==> src/rtl/segway_pkg.sv <==
// Shared types and constants for the Segway BLE authorization block.
package segway_pkg;

    localparam int unsigned BAUD_DIV_DEFAULT = 2604;

    localparam logic [7:0] CMD_GO   = 8'h67;
    localparam logic [7:0] CMD_STOP = 8'h73;

    typedef enum logic [1:0] {OFF, PWR1, PWR2} auth_state_t;
    typedef enum logic [1:0] {IDLE, START, DATA, STOP} rx_state_t;

endpackage

==> src/rtl/uart_rx.sv <==
// 8N1 UART receiver: two-flop synchroniser, mid-bit sampling, one-cycle rx_rdy strobe.
module uart_rx
    import segway_pkg::*;
#(
    parameter int unsigned BAUD_DIV = BAUD_DIV_DEFAULT
) (
    input  logic       clk,
    input  logic       rst_n,
    input  logic       RX,
    output logic [7:0] rx_data,
    output logic       rx_rdy
);

    localparam int unsigned   CW       = $clog2(BAUD_DIV + 1);
    localparam logic [CW-1:0] FULL_CNT = CW'(BAUD_DIV);
    localparam logic [CW-1:0] HALF_CNT = CW'(BAUD_DIV / 2);

    rx_state_t     state_q;
    logic          rx_meta_q;
    logic          rx_sync_q;
    logic          rx_prev_q;
    logic [CW-1:0] cnt_q;
    logic [2:0]    bit_q;
    logic [7:0]    data_q;
    logic          rdy_q;
    logic          fall;
    logic          expire;

    assign fall   = rx_prev_q & ~rx_sync_q;
    // Expiry is the last cycle of a count, so reloading N spaces samples exactly N clocks apart.
    assign expire = (cnt_q <= CW'(1));

    always_ff @(posedge clk) begin
        if (!rst_n) begin
            state_q   <= IDLE;
            rx_meta_q <= 1'b1;
            rx_sync_q <= 1'b1;
            rx_prev_q <= 1'b1;
            cnt_q     <= '0;
            bit_q     <= '0;
            data_q    <= '0;
            rdy_q     <= 1'b0;
        end else begin
            rx_meta_q <= RX;
            rx_sync_q <= rx_meta_q;
            rx_prev_q <= rx_sync_q;
            rdy_q     <= 1'b0;
            if (cnt_q != '0) begin
                cnt_q <= cnt_q - CW'(1);
            end
            case (state_q)
                IDLE: begin
                    if (fall) begin
                        state_q <= START;
                        cnt_q   <= HALF_CNT;
                    end
                end
                START: begin
                    if (expire) begin
                        if (!rx_sync_q) begin
                            state_q <= DATA;
                            cnt_q   <= FULL_CNT;
                            bit_q   <= '0;
                        end else begin
                            state_q <= IDLE;
                        end
                    end
                end
                DATA: begin
                    if (expire) begin
                        data_q <= {rx_sync_q, data_q[7:1]};
                        cnt_q  <= FULL_CNT;
                        bit_q  <= bit_q + 3'd1;
                        if (bit_q == 3'd7) begin
                            state_q <= STOP;
                        end
                    end
                end
                STOP: begin
                    if (expire) begin
                        rdy_q <= rx_sync_q;
                        // A start edge landing in the exit cycle must not be lost.
                        if (fall) begin
                            state_q <= START;
                            cnt_q   <= HALF_CNT;
                        end else begin
                            state_q <= IDLE;
                        end
                    end
                end
                default: state_q <= IDLE;
            endcase
        end
    end

    assign rx_data = data_q;
    assign rx_rdy  = rdy_q;

endmodule

==> src/rtl/auth_blk.sv <==
// Segway power authorization: BLE 'g'/'s' commands gated by the rider-present load cells.
module auth_blk
    import segway_pkg::*;
#(
    parameter int unsigned BAUD_DIV = BAUD_DIV_DEFAULT
) (
    input  logic clk,
    input  logic rst_n,
    input  logic RX,
    input  logic rider_off,
    output logic pwr_up
);

    logic [7:0]  rx_data;
    logic        rx_rdy;
    logic        go_cmd;
    logic        stop_cmd;
    auth_state_t state_q;
    logic        pwr_up_q;

    uart_rx #(.BAUD_DIV(BAUD_DIV)) u_rx (
        .clk     (clk),
        .rst_n   (rst_n),
        .RX      (RX),
        .rx_data (rx_data),
        .rx_rdy  (rx_rdy)
    );

    assign go_cmd   = rx_rdy && (rx_data == CMD_GO);
    assign stop_cmd = rx_rdy && (rx_data == CMD_STOP);

    always_ff @(posedge clk) begin
        if (!rst_n) begin
            state_q  <= OFF;
            pwr_up_q <= 1'b0;
        end else begin
            case (state_q)
                OFF: begin
                    if (go_cmd) begin
                        state_q  <= PWR1;
                        pwr_up_q <= 1'b1;
                    end
                end
                PWR1: begin
                    if (stop_cmd) begin
                        state_q  <= rider_off ? OFF : PWR2;
                        pwr_up_q <= ~rider_off;
                    end
                end
                PWR2: begin
                    // Rider leaving wins over a simultaneous 'g'.
                    if (rider_off) begin
                        state_q  <= OFF;
                        pwr_up_q <= 1'b0;
                    end else if (go_cmd) begin
                        state_q  <= PWR1;
                        pwr_up_q <= 1'b1;
                    end
                end
                default: begin
                    state_q  <= OFF;
                    pwr_up_q <= 1'b0;
                end
            endcase
        end
    end

    assign pwr_up = pwr_up_q;

endmodule

==> config.mk <==
export PLATFORM = sky130hd
export DESIGN_NAME = auth_blk
export DESIGN_NICKNAME = d
export VERILOG_FILES = /design/src/rtl/segway_pkg.sv /design/src/rtl/uart_rx.sv /design/src/rtl/auth_blk.sv
export SDC_FILE = /design/constraint.sdc
export NUM_CORES = 1
export LEC_CHECK = 0
export ABC_AREA = 1
export CORE_MARGIN = 2
export CORE_UTILIZATION = 60
export DETAILED_ROUTE_END_ITERATION = 10
export PLACE_DENSITY = 0.76
export SKIP_LAST_GASP = 1
export SYNTH_ARGS = -nofsm -noshare
export SYNTH_HDL_FRONTEND = slang
export SYNTH_SLANG_ARGS = --single-unit
==> constraint.sdc <==
create_clock -name clk -period 1.9 [get_ports clk]
set_clock_uncertainty 0.15 [all_clocks]
set_input_delay 0.38 -clock clk [delete_from_list [all_inputs] [get_ports clk]]
set_output_delay 0.38 -clock clk [all_outputs]
set_load 0.03 [all_outputs]
==> results.txt <==
outcome: finished clean
Slew HR: 78.7%
Starting Density: 63.1%
deepest clock path buffer count: 2
maxcap violations: 0
Final min period: 1790 ps
Setup crit end kind: flip-flop
WS Path Type: reg2reg
CP startpoint kind: flip-flop
Pint: 1600 µW
routability cong.: 0.808
vias after detailed routing: 1,470
Comb pwr share: 49.8%
Layout area overhead: 10.2%
# IOs: 5
commonest non-fill, non-tap cell in the layout: nand2_1
clock latency on the worst-skew pair: 330 ps
NumNets Final: 260
clk sinks: 32
Core Box Area: 2760 µm²
Die Area: 3350 µm²
Port Buffers: 4
die width: 57.9 µm
Rows: 19
first-pass GRT wire length: 5800 µm
Pwr per Cell Area: 1500 nW/µm²
Util after Layout: 69.6%
FF-to-FF Start: u_rx.cnt_q[0]$_SDFF_PN0_
Critical Path Fanout Max: 7
Mapped Nets: 249
postcts setup bufs: 0
count of pins over their slew limit: 0
clk slew on worst S/H paths: 100 ps
Syn Area/Cell: 7.25 µm²
Critical R2R Capture: u_rx.cnt_q[0]$_SDFF_PN0_
Reg power frac: 32.6%
Setup crit end: u_rx.cnt_q[0]$_SDFF_PN0_
layout cells sized above 1: 14.7%
Cell Area, Synth: 1740 µm²
CTS H-tree depth: 2
crit path from: u_rx.cnt_q[0]$_SDFF_PN0_
Post-Place Worst Slack: 94.6 ps
CTS tree: done
placed cells: 275
Initial DRT Pass Iterations: 4
Final Hold Fails: 0
WP data required: 1980 ps
YS warnings: 0
Post-synth ARST share: 0%
Fillers: 233
commonest cells after routing, fill and taps aside: nand2_1, nor2_1, dfxtp_1
mux share of post-synthesis cell area: 0%
Multi-input gate area: 1000 µm²
Adder-Cell Fraction of Synth Area: 3.59%
Final setup violation count: 0
critical path data arrival time: 1870 ps
Synth Register Bits: 32
synthesized instance count: 240
Switching Share: 44.6%
Simple-Gate Fraction of Synth Area: 37.0%
min setup slack post-route: 111 ps
Psw: 1290 µW
Hold WC Path Type: reg2reg
root buf cell: clkbuf_4
FF-to-FF setup slack: 110 ps
Global Route Usage Sum: 22.7%
Post-synth EDFFs: 0
GRT overflow: 0
period utilisation layout: 94.2%
main combinational cell family by area after synthesis: simple AND/OR/NAND/NOR gates
initial antenna violation count: 0
Max Clk Rate: 559 MHz
xor-xnor portion of the synthesized cell area: 4.03%
clock network fraction of total power: 17.6%
Wirelength per Cell: 11.8 µm
initial drt markers: 80
top_reg_cell synth: dfxtp_1
# DRC: 0
vias in the first global route: 1,365
VDD IR max: 1.48 mV
post-route ant nets: 0
CTS buffer count: 5
final wirelength: 3340 µm
Pleak: 0.000889 µW
chip height: 57.9 µm
compound-cell area share of the yosys netlist: 12.1%
vias per cell: 5.19
largest net degree at the start of global routing: 14
register area: 641 µm²
antenna diode count: 0
Slew @ Worst Pin: 319 ps
Layout Cells excl Fill: 283
Post-DP HPWL: 2550 µm
register area share after synthesis: 36.8%
synth unique cells: 32
FF-to-FF path depth: 8
[state kept, by name, indices dropped and copies added, names as in the netlist, named ones only]
register / flops
pwr_up: 1
state_q: 2
u_rx.bit_q: 3
u_rx.cnt_q: 12
u_rx.rx_data: 8
u_rx.rx_meta_q: 1
u_rx.rx_prev_q: 1
u_rx.rx_rdy: 1
u_rx.rx_sync_q: 1
u_rx.state_q: 1
[critical path: stages, from the launching register on]
cell	delay [ps]
dfxtp_1	340
inv_1	180
ha_4	210
o21a_1	210
nand4_1	150
nand2_1	90
nand4_1	140
nand2_1	170
nor2_1	60
[logic make-up after synthesis]
kind of cell | Yosys count
AND/OR/NAND/NOR | 128
AO/OA/AOI/OAI | 38
flip-flops | 32
buffers and inverters | 29
XOR/XNOR | 8
adder cells (fa/ha/maj) | 5
[worst min-delay path by stage]
stage | start | endpoint | slack [ps] | cells after the start
2_1_floorplan | u_rx.rx_meta_q$_SDFF_PN1_ | u_rx.rx_sync_q$_SDFF_PN1_ | 240 | 1
3_3_place_gp | u_rx.rx_meta_q$_SDFF_PN1_ | u_rx.rx_sync_q$_SDFF_PN1_ | 250 | 1
3_5_place_dp | u_rx.rx_meta_q$_SDFF_PN1_ | u_rx.rx_sync_q$_SDFF_PN1_ | 250 | 1
4_1_cts | u_rx.rx_meta_q$_SDFF_PN1_ | u_rx.rx_sync_q$_SDFF_PN1_ | 270 | 1
5_1_grt | u_rx.rx_meta_q$_SDFF_PN1_ | u_rx.rx_sync_q$_SDFF_PN1_ | 290 | 1
6_report | u_rx.rx_meta_q$_SDFF_PN1_ | u_rx.rx_sync_q$_SDFF_PN1_ | 270 | 1
[metal layers]
metal  up-vias  wire (µm)  global-route usage, %  part of all wire [%]
met2        27       1570                   37.2                    47
met5         -          0                      0                     0
met3         2        140                   7.37                   4.2
met4         0         26                   7.97                  0.78
li1        799          -                      -                     -
met1       642       1600                   28.0                    48
[cells in the mapped netlist, types with 2 or more instances]
library cell | number | area share, %
nand2_1 | 50 | 11
nor2_1 | 35 | 7.5
dfxtp_1 | 32 | 37
inv_1 | 24 | 5.2
a21oi_1 | 19 | 5.5
nand3_1 | 10 | 2.9
o21ai_0 | 9 | 2.6
xor2_1 | 7 | 3.5
nand4_1 | 6 | 2.2
nor2_4 | 6 | 3.9
ha_1 | 5 | 3.6
nor3_1 | 5 | 1.4
nand3_2 | 4 | 2.3
nor2_2 | 3 | 1.1
o21ai_1 | 3 | 0.86
a21oi_2 | 2 | 1.0
inv_2 | 2 | 0.43
nand2_2 | 2 | 0.72
o21ai_2 | 2 | 1.0
or2_2 | 2 | 0.72
[layout make-up]
| cell class | instances | share of cell area (%) |
|---|---|---|
| Multi-Input combinational cell | 179 | 52.2 |
| Sequential cell | 32 | 33.4 |
| Inverter | 27 | 5.41 |
| Timing Repair Buffer | 6 | 3.00 |
| Clock buffer | 6 | 2.15 |
| Tap cell | 31 | 2.02 |
| Clock inverter | 2 | 1.83 |
[power by group through the flow]
stage / sequential [µW] / clock [µW] / combinational [µW]
finish: 940 / 507 / 1440
global route: 952 / 554 / 1630
CTS: 937 / 519 / 1410
detailed placement: 951 / 0 / 1400
global placement: 952 / 0 / 1400
floorplan: 923 / 0 / 1180
[what timing repair did]
| item | CTS | global route |
|---|---|---|
| endpoints found under the hold margin | 0 | 0 |
| hold buffers | 0 | 0 |
| gates resized for setup | 0 | 3 |
| endpoints found under the setup margin | 0 | 16 |
[metrics by stage]
step | hold slack, ps | instance area [µm²] | power, µW | TNS [ps]
2_1_floorplan | 243 | 1740 | 2100 | 0
3_3_place_gp | 247 | 1830 | 2350 | 0
3_5_place_dp | 247 | 1830 | 2350 | 0
4_1_cts | 271 | 1900 | 2870 | 0
5_1_grt | 293 | 1920 | 3130 | -0.267
6_report | 269 | 1920 | 2880 | 0
Power figures use the tool's default switching activity.
